## src/rtl/loader_pkg.sv

```systemverilog
// Shared encodings for the UART program loader: RX framing FSM and loader FSM states.
package loader_pkg;

   localparam int UART_DATA_BITS = 8;

   localparam logic [1:0] RX_IDLE  = 2'd0;
   localparam logic [1:0] RX_START = 2'd1;
   localparam logic [1:0] RX_DATA  = 2'd2;
   localparam logic [1:0] RX_STOP  = 2'd3;

   localparam logic [1:0] LD_FILL      = 2'd0;
   localparam logic [1:0] LD_STREAM    = 2'd1;
   localparam logic [1:0] LD_WAIT_DONE = 2'd2;

endpackage

```

## src/rtl/uart_rx_8n1.sv

```systemverilog
// 8N1 UART receiver: 2-flop synchroniser, down-counting bit timer, LSB-first shift register.
//  state    | meaning
//  RX_IDLE  | line idle, waiting for a high-to-low transition
//  RX_START | timing to the middle of the start bit; high there means glitch
//  RX_DATA  | sampling 8 data bits, one per bit period
//  RX_STOP  | sampling the stop bit; high -> byte_valid, low -> frame_err
module uart_rx_8n1
   import loader_pkg::*;
#(
   parameter int CLK_DIV = 87
) (
   input  logic                      clk,
   input  logic                      rst_n,
   input  logic                      rx_i,
   output logic                      start_o,
   output logic [UART_DATA_BITS-1:0] byte_o,
   output logic                      byte_valid_o,
   output logic                      frame_err_o
);

   localparam logic [9:0] BIT_TC   = 10'(CLK_DIV - 1);
   localparam logic [9:0] HALF_TC  = 10'(CLK_DIV / 2 - 1);
   localparam logic [2:0] LAST_BIT = 3'(UART_DATA_BITS - 1);

   logic                      sync1_q, sync2_q, prev_q;
   logic [1:0]                state_q, state_d;
   logic [9:0]                cnt_q, cnt_d;
   logic [2:0]                bit_q, bit_d;
   logic [UART_DATA_BITS-1:0] shift_q, shift_d;
   logic                      valid_q, valid_d;
   logic                      ferr_q, ferr_d;
   logic                      fall;

   // prev_q tracks the synchronised line so only a genuine high-to-low edge starts a frame
   assign fall         = prev_q & ~sync2_q;
   assign start_o      = (state_q == RX_IDLE) & fall;
   assign byte_o       = shift_q;
   assign byte_valid_o = valid_q;
   assign frame_err_o  = ferr_q;

   always_comb begin
      state_d = state_q;
      cnt_d   = cnt_q;
      bit_d   = bit_q;
      shift_d = shift_q;
      valid_d = 1'b0;
      ferr_d  = 1'b0;
      case (state_q)
         RX_IDLE: begin
            if (fall) begin
               state_d = RX_START;
               cnt_d   = HALF_TC;
            end
         end
         RX_START: begin
            if (cnt_q == '0) begin
               if (sync2_q) begin
                  state_d = RX_IDLE;
               end else begin
                  state_d = RX_DATA;
                  cnt_d   = BIT_TC;
                  bit_d   = '0;
               end
            end else begin
               cnt_d = cnt_q - 10'd1;
            end
         end
         RX_DATA: begin
            if (cnt_q == '0) begin
               shift_d = {sync2_q, shift_q[UART_DATA_BITS-1:1]};
               cnt_d   = BIT_TC;
               if (bit_q == LAST_BIT) state_d = RX_STOP;
               else                   bit_d   = bit_q + 3'd1;
            end else begin
               cnt_d = cnt_q - 10'd1;
            end
         end
         RX_STOP: begin
            if (cnt_q == '0) begin
               state_d = RX_IDLE;
               valid_d = sync2_q;
               ferr_d  = ~sync2_q;
            end else begin
               cnt_d = cnt_q - 10'd1;
            end
         end
         default: state_d = RX_IDLE;
      endcase
   end

   always_ff @(posedge clk or negedge rst_n) begin
      if (!rst_n) begin
         sync1_q <= 1'b1;
         sync2_q <= 1'b1;
         prev_q  <= 1'b1;
         state_q <= RX_IDLE;
         cnt_q   <= '0;
         bit_q   <= '0;
         shift_q <= '0;
         valid_q <= 1'b0;
         ferr_q  <= 1'b0;
      end else begin
         sync1_q <= rx_i;
         sync2_q <= sync1_q;
         prev_q  <= sync2_q;
         state_q <= state_d;
         cnt_q   <= cnt_d;
         bit_q   <= bit_d;
         shift_q <= shift_d;
         valid_q <= valid_d;
         ferr_q  <= ferr_d;
      end
   end

endmodule

```

## src/rtl/uart_program_loader.sv

```systemverilog
// Receives a program image over UART into a local buffer, then streams it to the CPU programming port.
//  state        | meaning
//  LD_FILL      | collecting bytes from UART into the buffer
//  LD_STREAM    | prog_o high, presenting buf[rd_ptr], advancing on each ready fall
//  LD_WAIT_DONE | all bytes handed over, data_o=00, waiting for cpu_done_i
module uart_program_loader
   import loader_pkg::*;
#(
   parameter int CLK_DIV    = 87,
   parameter int PROG_BYTES = 16
) (
   input  logic       clk,
   input  logic       rst_n,
   input  logic       rx_i,
   input  logic       cpu_ready_i,
   input  logic       cpu_done_i,
   output logic       prog_o,
   output logic [7:0] data_o,
   output logic       busy_o,
   output logic       frame_err_o,
   output logic       overflow_o
);

   localparam int               PTR_W    = $clog2(PROG_BYTES);
   localparam logic [PTR_W-1:0] LAST_PTR = PTR_W'(PROG_BYTES - 1);

   logic                      rx_start, rx_valid, rx_ferr;
   logic [UART_DATA_BITS-1:0] rx_byte;

   logic [7:0]       mem_q [PROG_BYTES];
   logic [1:0]       state_q, state_d;
   logic [PTR_W-1:0] wr_ptr_q, wr_ptr_d, rd_ptr_q, rd_ptr_d;
   logic             busy_q, busy_d, ferr_q, ferr_d, ovf_q, ovf_d;
   logic             rdy_prev_q, prog_q;
   logic [7:0]       data_q;
   logic             wr_en, ready_fall;

   uart_rx_8n1 #(.CLK_DIV(CLK_DIV)) u_rx (
      .clk          (clk),
      .rst_n        (rst_n),
      .rx_i         (rx_i),
      .start_o      (rx_start),
      .byte_o       (rx_byte),
      .byte_valid_o (rx_valid),
      .frame_err_o  (rx_ferr)
   );

   assign ready_fall  = rdy_prev_q & ~cpu_ready_i;
   assign prog_o      = prog_q;
   assign data_o      = data_q;
   assign busy_o      = busy_q;
   assign frame_err_o = ferr_q;
   assign overflow_o  = ovf_q;

   always_comb begin
      state_d  = state_q;
      wr_ptr_d = wr_ptr_q;
      rd_ptr_d = rd_ptr_q;
      busy_d   = busy_q;
      ferr_d   = ferr_q | rx_ferr;
      ovf_d    = ovf_q;
      wr_en    = 1'b0;
      case (state_q)
         LD_FILL: begin
            if (rx_start) busy_d = 1'b1;
            if (rx_valid) begin
               wr_en    = 1'b1;
               wr_ptr_d = wr_ptr_q + PTR_W'(1);
               // first byte of a new image starts a clean error history
               if (wr_ptr_q == '0) begin
                  ferr_d = 1'b0;
                  ovf_d  = 1'b0;
               end
               if (wr_ptr_q == LAST_PTR) begin
                  state_d  = LD_STREAM;
                  rd_ptr_d = '0;
               end
            end
         end
         LD_STREAM: begin
            if (rx_valid) ovf_d = 1'b1;
            if (cpu_done_i) begin
               state_d  = LD_FILL;
               wr_ptr_d = '0;
               rd_ptr_d = '0;
               busy_d   = 1'b0;
            end else if (ready_fall) begin
               rd_ptr_d = rd_ptr_q + PTR_W'(1);
               if (rd_ptr_q == LAST_PTR) state_d = LD_WAIT_DONE;
            end
         end
         LD_WAIT_DONE: begin
            if (rx_valid) ovf_d = 1'b1;
            if (cpu_done_i) begin
               state_d  = LD_FILL;
               wr_ptr_d = '0;
               rd_ptr_d = '0;
               busy_d   = 1'b0;
            end
         end
         default: state_d = LD_FILL;
      endcase
   end

   always_ff @(posedge clk) begin
      if (wr_en) mem_q[wr_ptr_q] <= rx_byte;
   end

   // prog_o rises one cycle after entering STREAM (so buf[0] is readable) and drops on leaving
   always_ff @(posedge clk or negedge rst_n) begin
      if (!rst_n) begin
         state_q    <= LD_FILL;
         wr_ptr_q   <= '0;
         rd_ptr_q   <= '0;
         busy_q     <= 1'b0;
         ferr_q     <= 1'b0;
         ovf_q      <= 1'b0;
         rdy_prev_q <= 1'b0;
         prog_q     <= 1'b0;
         data_q     <= '0;
      end else begin
         state_q    <= state_d;
         wr_ptr_q   <= wr_ptr_d;
         rd_ptr_q   <= rd_ptr_d;
         busy_q     <= busy_d;
         ferr_q     <= ferr_d;
         ovf_q      <= ovf_d;
         rdy_prev_q <= (state_q == LD_STREAM) & cpu_ready_i;
         prog_q     <= (state_q != LD_FILL) & (state_d != LD_FILL);
         data_q     <= ((state_q == LD_STREAM) && (state_d == LD_STREAM)) ? mem_q[rd_ptr_d] : 8'h00;
      end
   end

endmodule

```

## config.mk

```make
export PLATFORM = sky130hd
export DESIGN_NAME = uart_program_loader
export DESIGN_NICKNAME = d
export VERILOG_FILES = /design/src/rtl/loader_pkg.sv /design/src/rtl/uart_rx_8n1.sv /design/src/rtl/uart_program_loader.sv
export SDC_FILE = /design/constraint.sdc
export NUM_CORES = 1
export LEC_CHECK = 0
export CAP_MARGIN = 20
export CORE_MARGIN = 2
export CORE_UTILIZATION = 50
export CTS_CLUSTER_DIAMETER = 150
export DETAILED_ROUTE_END_ITERATION = 8
export HOLD_SLACK_MARGIN = 0.15
export PLACE_DENSITY = 0.66
export SYNTH_ARGS = -nofsm -noshare
export SYNTH_HDL_FRONTEND = slang
export SYNTH_SLANG_ARGS = --single-unit
```

## constraint.sdc

```tcl
create_clock -name clk -period 3 [get_ports clk]
set_input_delay 0.3 -clock clk [delete_from_list [all_inputs] [get_ports clk]]
set_output_delay 0.3 -clock clk [all_outputs]
set_load 0.01 [all_outputs]
```

==> summary.txt, run 1 <==
Setup path
  • RR Startpoint: state_q[1]
  • Worst Setup SP: state_q[1]
  • Worst reg2reg path depth: 10
  • Critical Path End: data_o[0]
  • Critical Path AT: 3.10 ns
  • CP Class: register to register
  • Buffers and inverters on the worst path: 2
  • Crit path max-delay family: compound AO/OA/AOI/OAI gates
  • Largest stage delay, worst path: 0.46 ns
  • Flop2flop setup slack: 0.19 ns
  • Crit path depth: 10
  • Crit path cell chain: inv_1, ha_1, nor2b_1, a2111o_1, o22ai_4, buf_12, mux2i_1, nor2_1, o21ai_0, nand4_1
  • CP max FO: 39
  • RR Endpoint: data_o[0]
  • Data required, critical path: 3.29 ns
  • Crit start category: register
  • CP endpoint kind: register
  • Slowest cell on the critical path: a2111o_1

Synthesis
  • Syn. warnings: 0
  • Synth unique cells: 51
  • Mean post-synth cell area: 13.4 um2
  • Post-synthesis sequential area ratio: 66.8%
  • Seq cells post-synth: 179
  • Ys flop type: edfxtp_1
  • Synth Net Count: 595
  • Mapped cell area: 7670 um2
  • Mapped Cells: 574
  • Post-synth EDFFs: 128
  • Fraction of registers with async set or reset after synthesis: 28.5%

STA
  • Fin crit share: 93.8%
  • Slew Viols, Final: 0
  • Final worst path period need: 2.81 ns
  • Worst Skew: 0.00760 ns
  • Fin. Hold Viols: 0
  • # setup viols final: 0
  • Worst Slack Setup Final: 0.185 ns
  • Worst Max-Slew Pin Slew: 0.696 ns
  • Fmax achieved: 355 MHz
  • Max-slew headroom: 53.6%

Clocking
  • TritonCTS clock tree: yes
  • Post-CTS setup buffer count: 0
  • Clock sink count: 179
  • CTS clk-pin slew, worst paths: 0.06 ns
  • CTS root buffer: clkbuf_16
  • Clock Tree Buf Depth: 2
  • Htree depth: 4
  • CTS buffer count: 17
  • Worst skew pair latency: 0.42 ns

Routing
  • Drt first pass iters: 5
  • Vias: 4586
  • DR DRC count: 0
  • Routed wire length: 15400 um
  • Drt initial violations: 404
  • Routed vias/inst: 5.70
  • Post-route ant nets: 0
  • Routed WL per cell: 19.2 um

Global routing
  • Vias in the first global route: 4480
  • Total global-route track usage: 20.2%
  • Grt total ovfl: 0
  • First-pass GRT wire length: 24700 um
  • Initial antenna violation count: 0
  • Largest net degree at the start of global routing: 52

Layout
  • Ratio of cells with drive above 1 in the final layout: 10.4%
  • Commonest non-fill, non-tap cell in the layout: edfxtp_1
  • N_diodes: 0
  • Fin nets: 624
  • Seq. cell area: 5120 um2
  • Most frequent cells in the layout: edfxtp_1 (128), nor2_1 (68), mux2i_1 (68), o21ai_0 (49), dfrtp_1 (48)
  • P&R area growth vs syn: 13.2%
  • Fill cells: 1190
  • Final core occ: 57.6%
  • Multi-input logic area: 2400 um2

Die
  • Total die area: 16300 um2
  • Width of the chip: 128 um
  • I/O Pins: 17
  • Cell row count: 45
  • Die height: 128 um
  • Initial Util: 50.8%
  • Core area: 15100 um2

Pwr
  • Pleak: 3.38 nW
  • Max VDD drop: 0.479 mV
  • Power density cells: 721 nW/um2

Run
  • Max-cap violations: 0

Worst hold path
  • Critical hold path startpoint: rx_i
  • HP Class: primary input to register

Placed design
  • Final HPWL DP: 10200 um
  • Place WS: -0.00185 ns
  • Gpl congestion: 0.823
  • Port Buffer Count: 16

Outcome
  • Status: completed
-- through the flow --
step / power [mW] / std cells / cell area (um2) / hold slack, ns / setup TNS (ns)
finish: 6.27 / 804 / 8690 / 0.277 / 0
global route: 6.57 / 804 / 8690 / 0.267 / -0.0132
CTS: 6.31 / 804 / 8670 / 0.260 / 0
detailed placement: 4.24 / 771 / 8110 / 0.347 / -0.00185
global placement: 4.20 / 771 / 8110 / 0.346 / 0
floorplan: 3.91 / 574 / 7670 / 0.00441 / 0
-- final cells by class --
class / instances / share of cell area, %
Clock buffer: 23 / 5.50
Multi-Input combinational cell: 352 / 27.6
Timing Repair Buffer: 30 / 3.31
Inverter: 23 / 0.994
Clock inverter: 9 / 0.908
Tap cell: 188 / 2.71
Sequential cell: 179 / 59.0
-- flip-flops by register name, summed over array words and instances (netlist names), 2 cells and up, named ones only --
signal,count
data_o,8
mem_q,128
rd_ptr_q,4
state_q,2
u_rx.bit_q,3
u_rx.byte_o,8
u_rx.cnt_q,10
wr_ptr_q,4
-- where the power goes --
part	internal, mW	switching (mW)
logic	0.539	0.699
registers	2.78	0.164
clock network	1.20	0.875
total	4.53	1.74
-- synthesized netlist by cell type (6+ instances only) --
cell type | n | area, um2
nand2b_1 | 8 | 50.1
nand2_1 | 17 | 63.8
clkbuf_1 | 8 | 30.0
inv_1 | 23 | 86.3
nor3_1 | 10 | 50.1
o21ai_0 | 50 | 250
nor2_1 | 68 | 255
ha_1 | 16 | 200
dfrtp_1 | 48 | 1200
nand3_1 | 10 | 50.1
and2_1 | 18 | 113
nand4_1 | 10 | 62.6
mux2i_1 | 68 | 681
a21oi_1 | 12 | 60.1
edfxtp_1 | 128 | 3840
mux2_2 | 9 | 101
buf_2 | 6 | 30.0
-- how the worst min path moves through the flow --
stage | end | slack (ns) | cells past startpoint
2_1_floorplan | asynchronous set/reset pin | 0.004 | 0
3_3_place_gp | u_rx.sync2_q | 0.35 | 0
3_5_place_dp | u_rx.sync2_q | 0.35 | 0
4_1_cts | u_rx.sync1_q | 0.26 | 1
5_1_grt | u_rx.sync1_q | 0.27 | 1
6_report | u_rx.sync1_q | 0.28 | 1
-- timing repair --
item	4_1_cts	5_1_grt
setup endpoints to repair	0	7
endpoints found under the hold margin	48	0
gates resized for setup	0	4
hold buffers	1	0
-- cells by family after synthesis --
kind of cell,share of synthesized area [%]
flip-flops,66.8
AND/OR/NAND/NOR,10.6
AO/OA/AOI/OAI,7.47
multiplexers,10.2
buffers and inverters,2.30
adder cells (fa/ha/maj),2.61
-- layer usage --
layer,track usage [%],share of wire [%]
met3,3.88,3.6
met4,8.21,2.4
met1,28.5,47
met2,31.0,47
met5,0,0
(Power assumes the default switching activity.)
==> run 2, diff against run 1 <==
--- a/config.mk
+++ b/config.mk
@@ -12,6 +12,8 @@
 export DETAILED_ROUTE_END_ITERATION = 8
 export HOLD_SLACK_MARGIN = 0.15
 export PLACE_DENSITY = 0.66
+export SETUP_SLACK_MARGIN = 0.4
+export SKIP_LAST_GASP = 1
 export SYNTH_ARGS = -nofsm -noshare
 export SYNTH_HDL_FRONTEND = slang
 export SYNTH_SLANG_ARGS = --single-unit
==> run 2 against run 1 <==
Against the previous run:
- first-iteration DRC count up 6.7%
- clock power about the same
- combinational power up 20%
- hold slack better by 0.0030 ns
- final cell count up 1.9%
- die area unchanged
- sequential power about the same
- register-to-register slack better by 0.18 ns
==> summary.txt, run 2 (synthesis results as in run 1) <==
Outcome
  • Status: completed

Routing
  • Routed vias/inst: 5.77
  • Routed wire length: 16200 um
  • Drt initial violations: 431
  • Drt first pass iters: 5
  • Routed WL per cell: 19.8 um
  • Post-route ant nets: 0
  • DR DRC count: 0
  • Vias: 4724

Global routing
  • Vias in the first global route: 4554
  • First-pass GRT wire length: 25500 um
  • Total global-route track usage: 20.9%
  • Initial antenna violation count: 0
  • Largest net degree at the start of global routing: 52
  • Grt total ovfl: 0

STA
  • Final worst path period need: 2.64 ns
  • # setup viols final: 0
  • Worst Max-Slew Pin Slew: 0.695 ns
  • Fin crit share: 87.9%
  • Fin. Hold Viols: 0
  • Worst Slack Setup Final: 0.362 ns
  • Max-slew headroom: 53.7%
  • Worst Skew: 0.0104 ns
  • Unrepaired setup endpoints after global routing: true
  • Slew Viols, Final: 0
  • Fmax achieved: 379 MHz

Clocking
  • Htree depth: 4
  • TritonCTS clock tree: yes
  • Worst skew pair latency: 0.42 ns
  • Clock sink count: 179
  • CTS clk-pin slew, worst paths: 0.07 ns
  • CTS buffer count: 17
  • CTS root buffer: clkbuf_16
  • Clock Tree Buf Depth: 2

Placed design
  • Place WS: -0.00185 ns
  • Instance area at placement: 8110 um2
  • Placed cells: 771
  • Port Buffer Count: 16
  • Gpl congestion: 0.823
  • Final HPWL DP: 10200 um

Die
  • Initial Util: 50.8%
  • Core area: 15100 um2
  • Total die area: 16300 um2
  • Cell row count: 45
  • Die height: 128 um
  • Width of the chip: 128 um
  • I/O Pins: 17

Layout
  • Most frequent cells in the layout: edfxtp_1 (128), nor2_1 (68), mux2i_1 (67), dfrtp_1 (47), o21ai_0 (30)
  • Fin cells: 819
  • Fin nets: 639
  • Finished Cell Area: 9030 um2
  • N_diodes: 0
  • P&R area growth vs syn: 17.8%
  • Max FFs per register: 128
  • Fill cells: 1156
  • Largest registers: mem_q x128, u_rx.cnt_q x10
  • Ratio of cells with drive above 1 in the final layout: 16.3%
  • Biggest register: mem_q
  • Final core occ: 59.9%
  • Commonest non-fill, non-tap cell in the layout: edfxtp_1

Worst hold path
  • HP Class: primary input to register

Setup path
  • Data required, critical path: 3.30 ns
  • CP endpoint kind: register
  • CP max FO: 5
  • Crit start category: register
  • Critical Path AT: 2.93 ns
  • CP Class: register to register

Run
  • Max-cap violations: 0

Pwr
  • Max VDD drop: 0.489 mV
  • Total power: 6.53 mW
  • Pleak: 3.50 nW
  • Power density cells: 722 nW/um2
==> run 2: worst paths after layout <==
| kind | endpoint | depth (start not counted) | slack [ns] | from |
|---|---|---|---|---|
| worst min register to register | u_rx.sync2_q | 0 | 0.36 | u_rx.sync1_q |
| min in group asynchronous | u_rx.cnt_q[4] | 3 | 0.54 | rst_n |
| max in group asynchronous | state_q[0] | 3 | 1.97 | rst_n |
| worst max register to register | data_o[5] | 12 | 0.36 | state_q[1] |
| worst min-delay path | u_rx.sync1_q | 1 | 0.28 | rx_i |
| worst max-delay path | data_o[5] | 12 | 0.36 | state_q[1] |
==> run 2: worst max-delay path, stage by stage, from the launching register on <==
cell	delay [ns]
dfrtp_1	0.42
buf_6	0.14
ha_4	0.14
nor2b_4	0.12
a2111o_1	0.44
o22ai_4	0.25
buf_6	0.21
buf_12	0.13
buf_16	0.12
mux2i_1	0.21
nand2_1	0.07
a21oi_1	0.15
o41ai_1	0.08
==> run 2: cell type report <==
| type | instances | area (um2) | share of cell area (%) |
|---|---|---|---|
| Clock buffer | 23 | 478 | 5.29 |
| Timing Repair Buffer | 45 | 498 | 5.51 |
| Inverter | 23 | 86.3 | 0.956 |
| Sequential cell | 179 | 5120 | 56.7 |
| Tap cell | 188 | 235 | 2.60 |
| Clock inverter | 9 | 78.8 | 0.872 |
| Multi-Input combinational cell | 352 | 2530 | 28.0 |
==> run 2: power by group <==
group          total (mW)  internal (mW)  switching (mW)
registers            2.95           2.78           0.169
logic                1.49          0.706           0.788
clock network        2.08           1.20           0.875
total                6.53           4.69            1.83
==> run 2: what timing repair did <==
action,CTS,global route
pin swaps,4,15
hold buffers,1,0
endpoints found under the hold margin,48,0
gates cloned,3,1
buffers inserted,8,3
setup endpoints to repair,19,15
resized for setup,33,27
==> run 2: metrics by stage <==
stage | TNS [ns] | hold slack [ns]
floorplan | 0 | 0.00441
global placement | 0 | 0.346
detailed placement | -0.00185 | 0.347
CTS | 0 | 0.260
global route | 0 | 0.267
finish | 0 | 0.280
==> run 2: per-layer routing <==
layer  wire, um  vias up  share of wire (%)  track usage [%]
li1           -     2213                  -                -
met1       7450     2361                 46             29.6
met2       7720      123                 48             32.7
met3        665       27                4.1             3.84
met4        338        0                2.1             8.08
met5          0        -                  0                0
==> run 3, diff against run 2 <==
--- a/config.mk
+++ b/config.mk
@@ -6,7 +6,7 @@
 export NUM_CORES = 1
 export LEC_CHECK = 0
 export CAP_MARGIN = 20
-export CORE_MARGIN = 2
+export CORE_MARGIN = 4
 export CORE_UTILIZATION = 50
 export CTS_CLUSTER_DIAMETER = 150
 export DETAILED_ROUTE_END_ITERATION = 8
==> constraint.sdc (replaced) <==
create_clock -name clk -period 3.42 [get_ports clk]
set_input_delay 0.342 -clock clk [delete_from_list [all_inputs] [get_ports clk]]
set_output_delay 0.342 -clock clk [all_outputs]
set_load 0.01 [all_outputs]
==> run 3 against run 2 <==
Against the previous run:
- first-iteration DRC count fell by 18%
- via count fell by 3.9%
- setup slack improved by 0.20 ns
- final area fell by 4.3%
- sequential power fell by 12%
- hold slack improved by 0.038 ns
- critical endpoint is now data_o[4]
- critical path depth fell by 2
- sequential cell count did not move
- utilization fell by 2.6 points
- clock skew rose by 0.00099 ns
==> summary.txt, run 3 (synthesis results as in run 1) <==
Clocking
  • CTS buffer count: 17
  • Clock Tree Buf Depth: 2
  • Worst skew pair latency: 0.43 ns
  • Htree depth: 4
  • Clock sink count: 179
  • CTS root buffer: clkbuf_16
  • CTS clk-pin slew, worst paths: 0.07 ns
  • TritonCTS clock tree: yes
  • Post-CTS setup buffer count: 0

Setup path
  • Crit path cell chain: inv_1, ha_1, nor2b_1, a211oi_1, o21ai_0, a22oi_1, inv_1, nor3_2, o21ai_0, nand4_1
  • Buffers and inverters on the worst path: 2
  • Slowest cell on the critical path: nor3_2
  • Critical Path AT: 3.21 ns
  • Crit path max-delay family: compound AO/OA/AOI/OAI gates
  • Crit start category: register
  • CP endpoint kind: register
  • CP max FO: 7
  • Data required, critical path: 3.78 ns
  • Largest stage delay, worst path: 0.45 ns
  • Worst reg2reg path depth: 10
  • CP Class: register to register
  • Crit path depth: 10

Die
  • Width of the chip: 132 um
  • I/O Pins: 17
  • Die height: 132 um
  • Initial Util: 50.8%
  • Cell row count: 45
  • Total die area: 17400 um2
  • Core area: 15100 um2

STA
  • Unrepaired setup endpoints after global routing: false
  • Fin crit share: 83.5%
  • Fmax achieved: 350 MHz
  • Hold_ws: 0.318 ns
  • Worst Skew: 0.0114 ns
  • Max-slew headroom: 58.2%
  • Setup TNS: 0 ns
  • Slew Viols, Final: 0
  • Worst Max-Slew Pin Slew: 0.627 ns
  • Final worst path period need: 2.86 ns
  • Fin. Hold Viols: 0
  • # setup viols final: 0

Global routing
  • Vias in the first global route: 4431
  • Total global-route track usage: 17.8%
  • Largest net degree at the start of global routing: 45
  • Grt total ovfl: 0
  • Initial antenna violation count: 0
  • First-pass GRT wire length: 24100 um

Routing
  • Routed wire length: 15200 um
  • Vias: 4538
  • Routed WL per cell: 19.0 um
  • Drt first pass iters: 5
  • DR DRC count: 0
  • Post-route ant nets: 0
  • Drt initial violations: 353
  • Routed vias/inst: 5.67

Layout
  • Fin nets: 621
  • Commonest non-fill, non-tap cell in the layout: edfxtp_1
  • Ratio of cells with drive above 1 in the final layout: 9.62%
  • Largest registers: mem_q x128, u_rx.cnt_q x10
  • Max FFs per register: 128
  • Fill cells: 1202
  • Fin cells: 801
  • Seq. cell area: 5120 um2
  • P&R area growth vs syn: 12.7%
  • Multi-input logic area: 2390 um2
  • Biggest register: mem_q
  • Most frequent cells in the layout: edfxtp_1 (128), nor2_1 (68), mux2i_1 (68), o21ai_0 (50), dfrtp_1 (48)
  • N_diodes: 0

Outcome
  • Status: completed

Pwr
  • Power density cells: 638 nW/um2
  • Total power: 5.51 mW
  • Pleak: 3.36 nW
  • Max VDD drop: 0.475 mV

Run
  • Max-cap violations: 0

Placed design
  • Gpl congestion: 0.909
  • Placed cells: 768
  • Final HPWL DP: 10000 um
  • Port Buffer Count: 16

Worst hold path
  • Hold Crit Depth: 1
  • HP Class: primary input to register
## run 3: changes by cell type in the layout (fill, tap and decap cells not counted), moves of 3 or more
cell / delta
o21ai_0: +20
o21ai_1: -18
buf_4: -10
clkinv_2: -4
ha_1: +4
buf_16: -3
clkbuf_8: -3
inv_1: +3
inv_2: -3
inv_4: +3
## run 3: path summary, 6_finish.rpt
check / startpoint / endpoint / slack (ns)
max reg2reg: state_q[0] / data_o[4] / 0.56
max: state_q[0] / data_o[4] / 0.56
max in group asynchronous: rst_n / u_rx.prev_q / 2.18
min reg2reg: u_rx.sync1_q / u_rx.sync2_q / 0.36
min: rx_i / u_rx.sync1_q / 0.32
min in group asynchronous: rst_n / u_rx.cnt_q[6] / 0.43
## run 3: worst register-to-register path, stage by stage (launching register included)
cell,delay [ns]
dfrtp_1,0.43
inv_1,0.09
ha_1,0.22
nor2b_1,0.18
a211oi_1,0.37
o21ai_0,0.17
a22oi_1,0.35
inv_1,0.21
nor3_2,0.45
o21ai_0,0.21
nand4_1,0.13
## run 3: final cells by class
| type | count | area share, % |
|---|---|---|
| Clock buffer | 24 | 5.72 |
| Tap cell | 188 | 2.72 |
| Clock inverter | 8 | 0.738 |
| Inverter | 23 | 0.999 |
| Multi-Input combinational cell | 352 | 27.6 |
| Timing Repair Buffer | 27 | 2.92 |
| Sequential cell | 179 | 59.3 |
## run 3: report_power, final
| part | internal, mW | leakage, nW | switching [mW] | total, mW |
|---|---|---|---|---|
| Sequential | 2.44 | 1.61 | 0.147 | 2.59 |
| Clock | 1.03 | 0.272 | 0.807 | 1.84 |
| Combinational | 0.465 | 1.47 | 0.626 | 1.09 |
## run 3: routing by layer
layer  GRT usage, %  share of wire, %  vias up  routed length, um
met3           3.82               4.3       15                651
li1               -                 -     2169                  -
met1           24.4                47     2251               7110
met5              0                 0        -                  0
met4           5.78               1.0        0                158
met2           28.6                48      103               7310
## run 3: metrics by stage
step | worst slack (ns) | util (%) | area (um2)
finish | 0.564 | 57.3 | 8650
detailed placement | 0.338 | 53.5 | 8070
global placement | 0.592 | 53.5 | 8070
floorplan | 0.934 | - | 7670
CTS | 0.637 | 57.3 | 8650
global route | 0.404 | 57.3 | 8650
## run 3: repair_timing
| item | CTS | global route |
|---|---|---|
| gates resized for setup | 1 | 0 |
| hold endpoints to repair | 22 | 0 |
| setup endpoints to repair | 6 | 0 |
| hold buffers | 1 | 0 |
